[config.mk]
export PLATFORM = sky130hd
export DESIGN_NAME = sniff_fifo_drain
export DESIGN_NICKNAME = d
export VERILOG_FILES = /design/src/rtl/sniff_fifo_drain_pkg.sv /design/src/rtl/sniff_fifo_drain.sv
export SDC_FILE = /design/constraint.sdc
export NUM_CORES = 1
export LEC_CHECK = 0
export CORE_UTILIZATION = 45
export CTS_CLUSTER_DIAMETER = 80
export DETAILED_ROUTE_END_ITERATION = 8
export GPL_TIMING_DRIVEN = 0
export PLACE_DENSITY_LB_ADDON = 0.25
export SETUP_SLACK_MARGIN = 0.02
export SKIP_CTS_REPAIR_TIMING = 1
export SLEW_MARGIN = 20
export SYNTH_ARGS = -nofsm -noshare
export SYNTH_HDL_FRONTEND = slang
export SYNTH_SLANG_ARGS = --single-unit
[constraint.sdc]
create_clock -name cwusb_clk -period 2.7 [get_ports cwusb_clk]
set_clock_uncertainty 0.05 [all_clocks]
set_input_delay 0.54 -clock cwusb_clk [delete_from_list [all_inputs] [get_ports cwusb_clk]]
set_output_delay 0.54 -clock cwusb_clk [all_outputs]
set_load 0.01 [all_outputs]
[src/rtl/sniff_fifo_drain_pkg.sv]
// Shared definitions for the sniff FIFO drain sequencer: state encodings and the
// byte layout of one FIFO entry on the USB stream.
package sniff_fifo_drain_pkg;

   typedef enum logic [2:0] {
      ST_IDLE  = 3'd0,
      ST_FLUSH = 3'd1,
      ST_FETCH = 3'd2,
      ST_LOAD  = 3'd3,
      ST_SEND  = 3'd4,
      ST_DONE  = 3'd5
   } drain_state_e;

   localparam int B0_LSB      = 0;
   localparam int B1_LSB      = 8;
   localparam int B2_DOUT_LSB = 16;
   localparam logic [1:0] BYTE_LAST = 2'd2;

   // b0 = dout[7:0], b1 = dout[15:8], b2 = {status, dout[17:16]}
   function automatic logic [7:0] pick_byte(input logic [1:0]  idx,
                                            input logic [17:0] dout,
                                            input logic [5:0]  stat);
      logic [7:0] b;
      case (idx)
         2'd0:    b = dout[B0_LSB +: 8];
         2'd1:    b = dout[B1_LSB +: 8];
         default: b = {stat, dout[B2_DOUT_LSB +: 2]};
      endcase
      return b;
   endfunction

endpackage

[src/rtl/sniff_fifo_drain.sv]
// Read-side sequencer for the sniff FIFO: flush-on-arm, then burst unload of
// entries as a 3-byte-per-entry stream toward the USB bulk endpoint.
//
// state | meaning
// IDLE  | waiting for an arm edge (or pending arm) or a start pulse
// FLUSH | draining the FIFO before arming the front end
// FETCH | issuing one read strobe, or counting empty cycles toward timeout
// LOAD  | capturing read data and status into the holding register
// SEND  | serializing the 3 bytes of the held entry
// DONE  | one-cycle end-of-burst pulse
module sniff_fifo_drain
   import sniff_fifo_drain_pkg::*;
#(
   parameter int pFIFO_WIDTH    = 18,
   parameter int pSTAT_WIDTH    = 6,
   parameter int pTIMEOUT_WIDTH = 10
) (
   input  logic                   cwusb_clk,
   input  logic                   reset_n,
   input  logic                   arm_req_i,
   input  logic                   start_i,
   input  logic [15:0]            burst_len_i,
   input  logic                   fifo_empty_i,
   input  logic [pFIFO_WIDTH-1:0] fifo_dout_i,
   input  logic [pSTAT_WIDTH-1:0] fifo_status_i,
   output logic                   fifo_rd_en_o,
   output logic [7:0]             m_data_o,
   output logic                   m_valid_o,
   input  logic                   m_ready_i,
   output logic                   arm_o,
   output logic                   flushing_o,
   output logic                   busy_o,
   output logic                   done_o,
   output logic                   timed_out_o,
   output logic [15:0]            entries_sent_o
);

   localparam logic [pTIMEOUT_WIDTH-1:0] TMO_LOAD = '1;
   localparam logic [pTIMEOUT_WIDTH-1:0] TMO_LAST = pTIMEOUT_WIDTH'(1);

   drain_state_e              state_q, state_d;
   logic                      arm_req_q, arm_req_d;
   logic                      arm_pend_q, arm_pend_d;
   logic                      arm_q, arm_d;
   logic                      timed_out_q, timed_out_d;
   logic [15:0]               remaining_q, remaining_d;
   logic [15:0]               entries_q, entries_d;
   logic [pTIMEOUT_WIDTH-1:0] tmo_q, tmo_d;
   logic [1:0]                idx_q, idx_d;
   logic [pFIFO_WIDTH-1:0]    dout_hold_q, dout_hold_d;
   logic [pSTAT_WIDTH-1:0]    stat_hold_q, stat_hold_d;
   logic                      arm_edge;

   always_ff @(posedge cwusb_clk or negedge reset_n) begin
      if (!reset_n) begin
         state_q     <= ST_IDLE;
         arm_req_q   <= 1'b0;
         arm_pend_q  <= 1'b0;
         arm_q       <= 1'b0;
         timed_out_q <= 1'b0;
         remaining_q <= '0;
         entries_q   <= '0;
         tmo_q       <= TMO_LOAD;
         idx_q       <= '0;
         dout_hold_q <= '0;
         stat_hold_q <= '0;
      end else begin
         state_q     <= state_d;
         arm_req_q   <= arm_req_d;
         arm_pend_q  <= arm_pend_d;
         arm_q       <= arm_d;
         timed_out_q <= timed_out_d;
         remaining_q <= remaining_d;
         entries_q   <= entries_d;
         tmo_q       <= tmo_d;
         idx_q       <= idx_d;
         dout_hold_q <= dout_hold_d;
         stat_hold_q <= stat_hold_d;
      end
   end

   always_comb begin
      state_d      = state_q;
      arm_req_d    = arm_req_i;
      arm_pend_d   = arm_pend_q;
      arm_d        = arm_q;
      timed_out_d  = timed_out_q;
      remaining_d  = remaining_q;
      entries_d    = entries_q;
      tmo_d        = tmo_q;
      idx_d        = idx_q;
      dout_hold_d  = dout_hold_q;
      stat_hold_d  = stat_hold_q;
      fifo_rd_en_o = 1'b0;
      m_data_o     = 8'h00;
      m_valid_o    = 1'b0;
      flushing_o   = 1'b0;
      done_o       = 1'b0;

      arm_edge = arm_req_i & ~arm_req_q;
      if (!arm_req_i)
         arm_d = 1'b0;
      if (arm_edge && state_q != ST_IDLE)
         arm_pend_d = 1'b1;

      case (state_q)
         ST_IDLE: begin
            if (arm_edge || arm_pend_q) begin
               // arm_o must already be low on the first flushing cycle
               state_d    = ST_FLUSH;
               arm_pend_d = 1'b0;
               arm_d      = 1'b0;
            end else if (start_i) begin
               remaining_d = burst_len_i;
               entries_d   = '0;
               timed_out_d = 1'b0;
               tmo_d       = TMO_LOAD;
               state_d     = (burst_len_i == 16'd0) ? ST_DONE : ST_FETCH;
            end
         end
         ST_FLUSH: begin
            flushing_o   = 1'b1;
            fifo_rd_en_o = ~fifo_empty_i;
            if (fifo_empty_i) begin
               arm_d   = arm_req_i;
               state_d = ST_IDLE;
            end
         end
         ST_FETCH: begin
            if (!fifo_empty_i) begin
               fifo_rd_en_o = 1'b1;
               tmo_d        = TMO_LOAD;
               state_d      = ST_LOAD;
            end else if (tmo_q == TMO_LAST) begin
               timed_out_d = 1'b1;
               state_d     = ST_DONE;
            end else begin
               tmo_d = tmo_q - TMO_LAST;
            end
         end
         ST_LOAD: begin
            dout_hold_d = fifo_dout_i;
            stat_hold_d = fifo_status_i;
            idx_d       = '0;
            state_d     = ST_SEND;
         end
         ST_SEND: begin
            m_valid_o = 1'b1;
            m_data_o  = pick_byte(idx_q, dout_hold_q, stat_hold_q);
            if (m_ready_i) begin
               if (idx_q == BYTE_LAST) begin
                  entries_d   = (entries_q == 16'hFFFF) ? entries_q : entries_q + 16'd1;
                  remaining_d = remaining_q - 16'd1;
                  state_d     = (remaining_q == 16'd1) ? ST_DONE : ST_FETCH;
               end else begin
                  idx_d = idx_q + 2'd1;
               end
            end
         end
         ST_DONE: begin
            done_o  = 1'b1;
            state_d = ST_IDLE;
         end
         default: state_d = ST_IDLE;
      endcase
   end

   assign busy_o         = (state_q != ST_IDLE);
   assign arm_o          = arm_q;
   assign timed_out_o    = timed_out_q;
   assign entries_sent_o = entries_q;

endmodule

Word-level counts from Yosys, hierarchy flattened. Index checks and enable logic that the tools add are counted.

$add $sub $neg: 4. Multiply operators: 0. Divide/modulo/power cells: 0. Order comparisons: 0. Equality and inequality tests: 22. Shifts and indexed selects: 0. Multiplexer cells: 48. Bitwise gates (word level): 3. Reductions and logical operators: 15.

Operators with widths (number): 2-to-1 mux 16 bit (9); one-hot mux 16 bit (2 select lines) (2); 2-to-1 mux 10 bit (4); 2-to-1 mux 3 bit (9); one-hot mux 10 bit (2 select lines) (1); inequality test 2 bit, second input constant (9); adder 16 x 1 -> 16 bit, second input constant (1); == test 16 x 1 -> 1 bit, second input constant (1); == test 16 bit, second input constant (1); logical NOT 16 bit (1); one-hot mux 8 bit (2 select lines) (1); subtractor 16 x 1 -> 16 bit, second input constant (1); one-hot mux 3 bit (5 select lines) (1); AND reduction 5 bit (3); 2-to-1 mux 1 bit (14); == test 10 x 1 -> 1 bit, second input constant (1); subtractor 10 x 1 -> 10 bit, second input constant (1); inequality test 3 bit, second input constant (3); 2-to-1 mux 8 bit (1); == test 3 x 2 -> 1 bit, second input constant (2); == test 3 bit, second input constant (2); one-hot mux 1 bit (2 select lines) (3); AND reduction 6 bit (1); nonzero test 2 bit (3); other kinds (15) (17).

Flip-flop bits (word level): 75. Bits in latches: 0. RAM bits: 0. Memory bits (read-only): 0. Input bits: 46. Output and inout port bits: 31. Logic and storage cells: 103. Memories kept: 0.

Depth between registers and ports, before layout. Gate-level depths: netlist (run 1).

Depth in word-level cells: 6. Mapped depth: 8. Depth with buffers taken out: 7.

Worst setup path after synthesis (run 1). Ideal clock, no wire load.

Path type: flip-flop to flip-flop. From: register idx_q[0]. To: register entries_q[13], in the netlist entries_sent_o[13]. Setup time: 0.078 ns. Arrival time: 2.104 ns. Data required time: 2.572 ns. Slack: 0.468 ns. Cell stages (with the launch flop): 8. Path buffers: 0. Period minus slack after synthesis: 2.232 ns. Cells stage by stage: dfrtp_1 inv_1 ha_1 nor4bb_1 and2_1 o2111ai_2 or4_1 a21oi_1.

Cells in the longest elaborated chain, start to end: 3.

Ends and longest elaborated chain: start: declaration (RTL line sniff_fifo_drain.sv:49) `logic [1:0] idx_q, idx_d;`; start signal: assignment (RTL line sniff_fifo_drain.sv:76) `idx_q <= idx_d;`; == test 2 bit (RTL line sniff_fifo_drain.sv:151) `if (idx_q == BYTE_LAST) begin`; inequality test 2 bit (no line); AND reduction 6 bit (no line); end signal: assignment (RTL line sniff_fifo_drain.sv:74) `entries_q <= entries_d;`; end: declaration (RTL line sniff_fifo_drain.sv:47) `logic [15:0] entries_q, entries_d;`.

No other way between the ends. A chain may end at the register's enable or synchronous reset.

Final worst setup path (run 1).
From: register state_q[0]. To: output port m_valid_o.

Cells in the longest elaborated chain, start to end: 2.

Ends and longest elaborated chain: start: declaration (RTL line sniff_fifo_drain.sv:41) `drain_state_e state_q, state_d;`; start signal: assignment (RTL line sniff_fifo_drain.sv:68) `state_q <= state_d;`; == test 3 bit (RTL line sniff_fifo_drain.sv:106) `case (state_q)`; 2-to-1 mux 1 bit (RTL line sniff_fifo_drain.sv:106); end: declaration (RTL line sniff_fifo_drain.sv:28) `output logic m_valid_o,`.

No other way between the ends.

==> flow_results.org, run 1 <==
** Run status
- The flow ran to the end, and the final reports show no timing, DRC or antenna violations.

** Placed design
- At the placement stage, the worst setup path has a slack of -0.624 ns.
- The HPWL after detailed placement is roughly 8 mm.
- Total placed cells including tap cells :: 626
- During placement, the flow inserted port buffers numbering 76.
- The congestion estimate from routability-driven global placement came to 0.873.

** Timing
- On the final layout, the worst hold slack is around 0.086 ns.
- Based on the critical path, the design can be clocked at up to 376 MHz.
- The number of endpoints with negative hold slack in the final report came to 0.
- Final-report setup violation count :: 0
- Worst setup margin :: 0.0395 ns
- Final critical-path required period :: 2.66 ns
- Setup repair after global routing could not meet its margin everywhere.
- The worst path uses approximately 100% of the clock period.
- Final setup TNS :: 0 ns
- Transition time at the pin with the least slew margin :: 0.864 ns
- Worst slew margin :: 41.9%
- The number of pins exceeding their max-slew limit in the final report was 0.

** Clocking
- Max clock buf depth :: 2
- TritonCTS built the clock tree.
- At the later pin of the worst-skew pair, clock insertion delay measures 0.36 ns.
- H-tree lvl count :: 3
- Clock-pin slew was measured on the worst setup and hold paths at 0.09 ns.
- Clock Sink Count :: 75
- In this run, CTS created clock tree buffers numbering 9.
- CTS placed an instance of clkbuf_8 at the clock tree root.

** Worst setup path
- Cell class contributing the biggest share of worst-path delay :: buffers and inverters
- Traced cell by cell, the critical path runs through buf_6, inv_1, nand3_1, inv_2, buf_6, clkdlybuf4s50_1.
- Critical Path Stages :: 6
- Maximum fanout count along the critical path :: 10
- CP Capture Point :: m_valid_o
- Type of origin of the critical path :: register
- The critical path in this run is classified as reg2out.
- In this design, the stage delay of the slowest critical-path cell is 0.54 ns.
- The worst register-to-register path has a setup slack of approximately 0.19 ns.
- The worst register-to-register path begins at state_q[1].
- Tracing the worst setup path back leads to its startpoint at state_q[0].
- Critical-path cell with the highest stage delay :: clkdlybuf4s50_1
- In this run the critical register-to-register path is captured at remaining_q[15].
- Worst Path Required :: between 2 and 2.5 ns
- Data arrival time of the worst path :: 2.07 ns
- The critical path contains buffers and inverters numbering 5 combined.
- Cell with the most instances on the worst path :: buf_6
- Worst r2r path cells :: 8
- Nature of the critical path endpoint :: output pin

** Die
- In this run the standard cell core region covers 8850 um2.
- For this design the top-level I/O count stands at 77.
- The floorplan has 34 rows.
- From left edge to right edge, the die measures 98.3 um.
- Initial core utilization :: a little under half
- Height of the chip :: 98.3 um
- Die Outline Area :: 9670 um2

** Synthesis
- Post-synthesis area per instance :: 9.47 um2
- The number of nets in the synthesized netlist is 495.
- Top flip-flop cell by instance count after synthesis :: dfrtp_1
- Sequential cells were found to cover 45.3% of the synthesized design area.
- In this run, distinct cell masters in the synthesized netlist total 55.
- The cell count after synthesis came out at approximately 440.
- Post-Syn Area :: 4180 um2
- Synthesis inferred 75 register bits.
- Ys async rst share :: 100%
- Yosys Warn Count :: 0
- Counting flops with a built-in enable in the synthesized netlist gives 0.

** Drt
- DRC :: 0
- First-pass iteration count of the detailed router :: 7
- The first routing iteration left 266 violations.
- Antenna-violating nets left :: 0
- The detailed router placed around 3900 vias in this run.
- Wire length reported by the detailed router :: about 11 mm
- After detailed routing, the number of vias per cell comes to 6.00.
- After detailed routing, the average wire length per cell comes to 17.0 um.

** Run
- Max-Cap Viols :: 0

** Final layout
- Area taken by multi-input logic gates :: 2200 um2
- 0 antenna diodes ended up in the layout.
- After the flow finishes, the layout carries non-filler instances totaling 643.
- Leaving out fill and tap cells, the most frequent cell in the layout is clkdlybuf4s50_1.
- Growth of design area from synthesis to finish :: 29.8%
- In the layout the commonest cells are clkdlybuf4s50_1, dfrtp_1, a21oi_1.
- Total number of nets in the final design :: 584
- In the final layout, the share of cells above drive strength 1 is between 15 and 20%.
- Register cell area after layout :: 1890 um2
- Filler instances :: between 700 and 800

** Global routing
- The number of antenna violations at the first check in global routing was 0.
- Number of global-route vias before repair :: ~3700
- Global routing consumed, over all layers together, a little under a quarter of the routing resources.
- Wire length of the first global-routing pass :: 18.0 mm
- Entering global routing, the biggest net connects 40 pins.
- Total gr overflow :: 0

** Power and ir drop
- Power spread over the standard cell area amounts to about 900 nW/um2.
- IR Drop Worst-Case VDD :: 405 uV
- Overall power consumption after layout is estimated at roughly 4.7 mW.
- Static leakage :: 2.23 nW

** Worst hold path
- Tightest Hold Check Type :: in2async
## worst min-delay path by stage
| stage | startpoint | endpoint | slack [ns] | depth (start not counted) |
|---|---|---|---|---|
| final | reset_n | entries_sent_o[2] | 0.09 | 1 |
| after global routing | reset_n | entries_sent_o[2] | 0.11 | 1 |
| after CTS | reset_n | entries_sent_o[2] | 0.1 | 1 |
| after detailed placement | timed_out_o | timed_out_o | 0.42 | 1 |
| after global placement | timed_out_o | timed_out_o | 0.41 | 1 |
| after floorplan | reset_n | arm_o | 0.19 | 0 |
## cells by family after synthesis
kind of cell	share of synthesized area, %
simple gates	21.3
fa+ha+maj	2.40
buf+inv	3.45
mux	6.47
flops	45.3
compound gates	20.0
xor+xnor	1.05
## through the flow
step	area [um2]	utilization [%]
2_1_floorplan	4180	-
5_1_grt	5420	61.3
3_3_place_gp	5070	57.3
6_report	5420	61.3
4_1_cts	5300	59.9
3_5_place_dp	5090	57.5
## final cells by class
| class | count | share of cell area, % |
|---|---|---|
| clock buffer | 10 | 2.54 |
| multi-input combinational | 331 | 40.7 |
| inverter | 14 | 1.04 |
| tap | 108 | 2.49 |
| buffer | 19 | 1.89 |
| sequential | 75 | 34.9 |
| timing repair buffer | 80 | 15.1 |
| clock inverter | 6 | 1.34 |
## worst reg2reg max path, stage by stage, from the launching register on
cell,delay [ns]
dfrtp_1,0.37
buf_4,0.19
nor3_4,0.24
inv_2,0.09
nor4_4,0.53
nor2_2,0.21
clkbuf_2,0.28
nor4b_1,0.35
nor3_1,0.09
## cell usage after synthesis, drive strengths merged (7+ instances only)
master  number  area [um2]
a21oi       42         210
a22oi        8        60.1
and3         8        50.1
clkbuf      16        60.1
dfrtp       65        1630
dfstp       10         263
ha           8         100
inv         14        52.6
mux2        24         270
nand2       36         135
nand3       19        95.1
nand4        7        43.8
nor2        30         113
nor3        13        76.3
nor4        12        90.1
o21ai       30         150
o31ai       11        82.6
or4         12        90.1
## report_power, final
part           internal (mW)  total, mW  leakage, nW  switching [mW]
Combinational          0.927       1.99         1.22            1.06
Sequential              1.52       1.83        0.911           0.310
Clock                  0.462      0.921        0.103           0.459
## routing by layer
layer	global-route usage, %	part of all wire, %
met1	32.1	46
met2	36.6	47
met5	0	0
met4	7.46	0.62
met3	5.51	6.5
## state kept, by name, indices dropped and copies added (netlist names)
| name | cells |
|---|---|
| remaining_q | 16 |
| tmo_q | 10 |
| stat_hold_q | 6 |
| arm_req_q | 1 |
| arm_pend_q | 1 |
| dout_hold_q | 18 |
| entries_sent_o | 16 |
| idx_q | 2 |
| state_q | 3 |
| arm_o | 1 |
| timed_out_o | 1 |
(Power assumes the default switching activity.)
==> run 2, diff against run 1 <==
--- a/config.mk
+++ b/config.mk
@@ -12,6 +12,7 @@
 export PLACE_DENSITY_LB_ADDON = 0.25
 export SETUP_SLACK_MARGIN = 0.02
 export SKIP_CTS_REPAIR_TIMING = 1
+export SKIP_LAST_GASP = 1
 export SLEW_MARGIN = 20
 export SYNTH_ARGS = -nofsm -noshare
 export SYNTH_HDL_FRONTEND = slang
==> results of run 2 <==
Final layout, timing and power as in run 1 (identical DEF).
==> run 3, diff against run 2 <==
==> constraint.sdc (replaced) <==
create_clock -name cwusb_clk -period 2.8 [get_ports cwusb_clk]
set_clock_uncertainty 0.05 [all_clocks]
set_input_delay 0.56 -clock cwusb_clk [delete_from_list [all_inputs] [get_ports cwusb_clk]]
set_output_delay 0.56 -clock cwusb_clk [all_outputs]
set_load 0.01 [all_outputs]
==> run 3 against run 2 <==
  * First-iteration DRC count is 12% lower
  * Combinational power is 4% lower
  * Clock power is 4.6% lower
  * Sequential share of layout area grew 0.13 points
  * Cell area is 0.37% lower
  * Utilization is 0.23 points lower
  * Cell count is 0.16% lower
  * Highest routed layer unchanged
  * Sequential power down 4%
  * Critical path depth stayed put
==> flow_results.org, run 3 (same netlist as run 1, synthesis figures left out) <==
** Timing
- Counting I/O delays and the setup requirement, the final critical path takes 2.77 ns.
- Setup total negative slack on the finished layout was measured at 0 ns.
- Transition time at the pin with the least slew margin :: 0.953 ns
- RSZ-0062 raised after global routing :: true
- Final-report setup violation count :: 0
- Final Slew Violations :: 0
- Final count of hold timing violations :: 0
- Worst-case hold slack :: ~0.11 ns
- Share of the clock period used by the worst path :: a little over nine tenths
- Worst setup margin :: 0.0321 ns
- Headroom to the max-slew limit came out at 36.4%.
- For this run, the top clock speed supported by timing is 361 MHz.

** Final layout
- The library cell used most frequently in the layout, excluding fill and tap cells, is clkdlybuf4s50_1.
- Utilization after layout :: between 60% and 70%
- Final standard cell area without fillers :: 5400 um2
- The register with the most flip-flops in the final layout is dout_hold_q.
- The number of antenna diodes in the final layout is 0.
- Number of flip-flops in the largest register :: 18
- At the end of the flow, the number of nets in the layout was ~600.
- Commonest cells after routing, fill and taps aside :: clkdlybuf4s50_1, dfrtp_1, a21oi_1
- Post-Layout Cell Count :: around 640
- In the final layout, the share of cells above drive strength 1 is between 10% and 20%.
- Growth of design area from synthesis to finish :: 29.3%

** Global routing
- Number of global-route vias before repair :: between 3000 and 4000
- Entering global routing, the biggest net connects 40 pins.
- The total overflow left after global routing is 0.
- The number of antenna violations at the first check in global routing is 0.
- Wire length of the first global-routing pass :: approximately 18 mm
- Global routing used 23.4% of the available tracks.

** Die
- Die Outline Area :: 9670 um2
- The initialized floorplan defines 34 standard-cell rows.
- Core area :: between 8000 and 9000 um2
- Top Ports :: 77
- The die is 98.3 um tall.
- The initial utilization of the core area, before any placement, comes to 47.2%.
- Die width :: 98.3 um

** Clocking
- Max clock buf depth :: 2
- Clock tree synthesis inserted a total of 9 buffers.
- Worst-path clk slew :: 0.09 ns
- Clock Sink Count :: 75
- In this run the number of H-tree levels came out at 3.
- Clock tree synthesis selected as its root buffer the cell clkbuf_8.
- The clock reaches the later pin of the worst-skew pair after 0.35 ns.
- CTS tree :: built

** Power and ir drop
- Static leakage :: 2.20 nW
- Dividing total power by cell area gives a power density of 843 nW/um2.
- Total power consumption of the routed design :: 4.55 mW
- IR Drop Worst-Case VDD :: 388 uV

** Worst hold path
- The path class of the tightest hold or removal check is in2async.

** Worst setup path
- For the worst setup path, the data arrival time is around 2.2 ns.
- Maximum fanout count along the critical path :: 10
- Worst Path Buf+Inv :: 4
- Reg-to-reg slack, setup :: 0.26 ns
- Critical-path cell with the highest stage delay :: clkdlybuf4s50_1
- Slowest stage delay, CP :: roughly 0.56 ns
- Worst Path Required :: 2.19 ns
- Among cell families on the critical path, the largest total delay comes from buffers and inverters.
- STA classifies the critical path endpoint as an output pin.
- By startpoint and endpoint, the worst setup path is classified as reg2out.
- The worst setup path is launched from a register.
- Walking the worst path, the cells encountered are buf_6, inv_1, nand3_1, buf_4, a21oi_1, clkdlybuf4s50_1.

** Drt
- In this run the remaining antenna-violating nets after routing total 0.
- In the final routed layout, each cell accounts on average for 16.9 um.
- After detailed routing, the number of vias per cell comes to 5.98.
- Vias post-DR :: 3842
- Wire length reported by the detailed router :: 10.9 mm
- The first detailed-routing pass took 7 iterations.
- For this run, design rule violations remaining after detail routing come to 0.
- Number of DRC markers in iteration 0 :: 234

** Placed design
- Summing all placed instances gives a cell area of 5090 um2.
- Total placed cells including tap cells :: 626
- Before CTS, the worst setup slack after placement is -0.544 ns.
- Quantity of I/O buffers inserted on ports :: 76
- Final GP Congestion :: 0.873
- Detailed placement finished with a half-perimeter wire length of approximately 8 mm.

** Run
- Max-Cap Viols :: 0

** Run status
- Status :: complete, no violations
## run 3: worst paths after layout
kind / endpoint / cells past startpoint / startpoint
min in group cwusb_clk: timed_out_o / 1 / timed_out_o
setup reg to reg: remaining_q[15] / 8 / idx_q[0]
hold reg to reg: timed_out_o / 1 / timed_out_o
setup / recovery: m_data_o[3] / 6 / state_q[0]
max in group asynchronous: tmo_q[5] / 2 / reset_n
hold / removal: entries_sent_o[2] / 1 / reset_n
## run 3: power breakdown
group / switching, mW / internal (mW)
Sequential: 0.297 / 1.46
Clock: 0.434 / 0.445
Combinational: 1.02 / 0.890
## run 3: worst register-to-register path, stage by stage (launching register included)
cell	delay, ns
dfrtp_2	0.44
inv_1	0.16
ha_1	0.24
nor4bb_4	0.36
and2_1	0.32
nor2_2	0.14
clkbuf_2	0.28
nor4b_1	0.35
nor3_1	0.09
## run 3: routing by layer
layer	vias to the layer above	part of all wire, %	routed length [um]	GRT usage (%)
li1	1844	-	-	-
met4	0	0.82	89	7.46
met3	11	5.7	618	5.51
met5	-	0	0	0
met2	110	47	5090	36.6
met1	1877	47	5060	32.1
## run 3: area by class of cell
type	instances	area, um2
inverters	14	56.3
clock inverters	6	72.6
repair buffers	79	811
plain buffers	19	100
well taps	108	135
flip-flops and latches	75	1890
fillers	773	3450
multi-input cells	331	2200
clock buffers	10	138
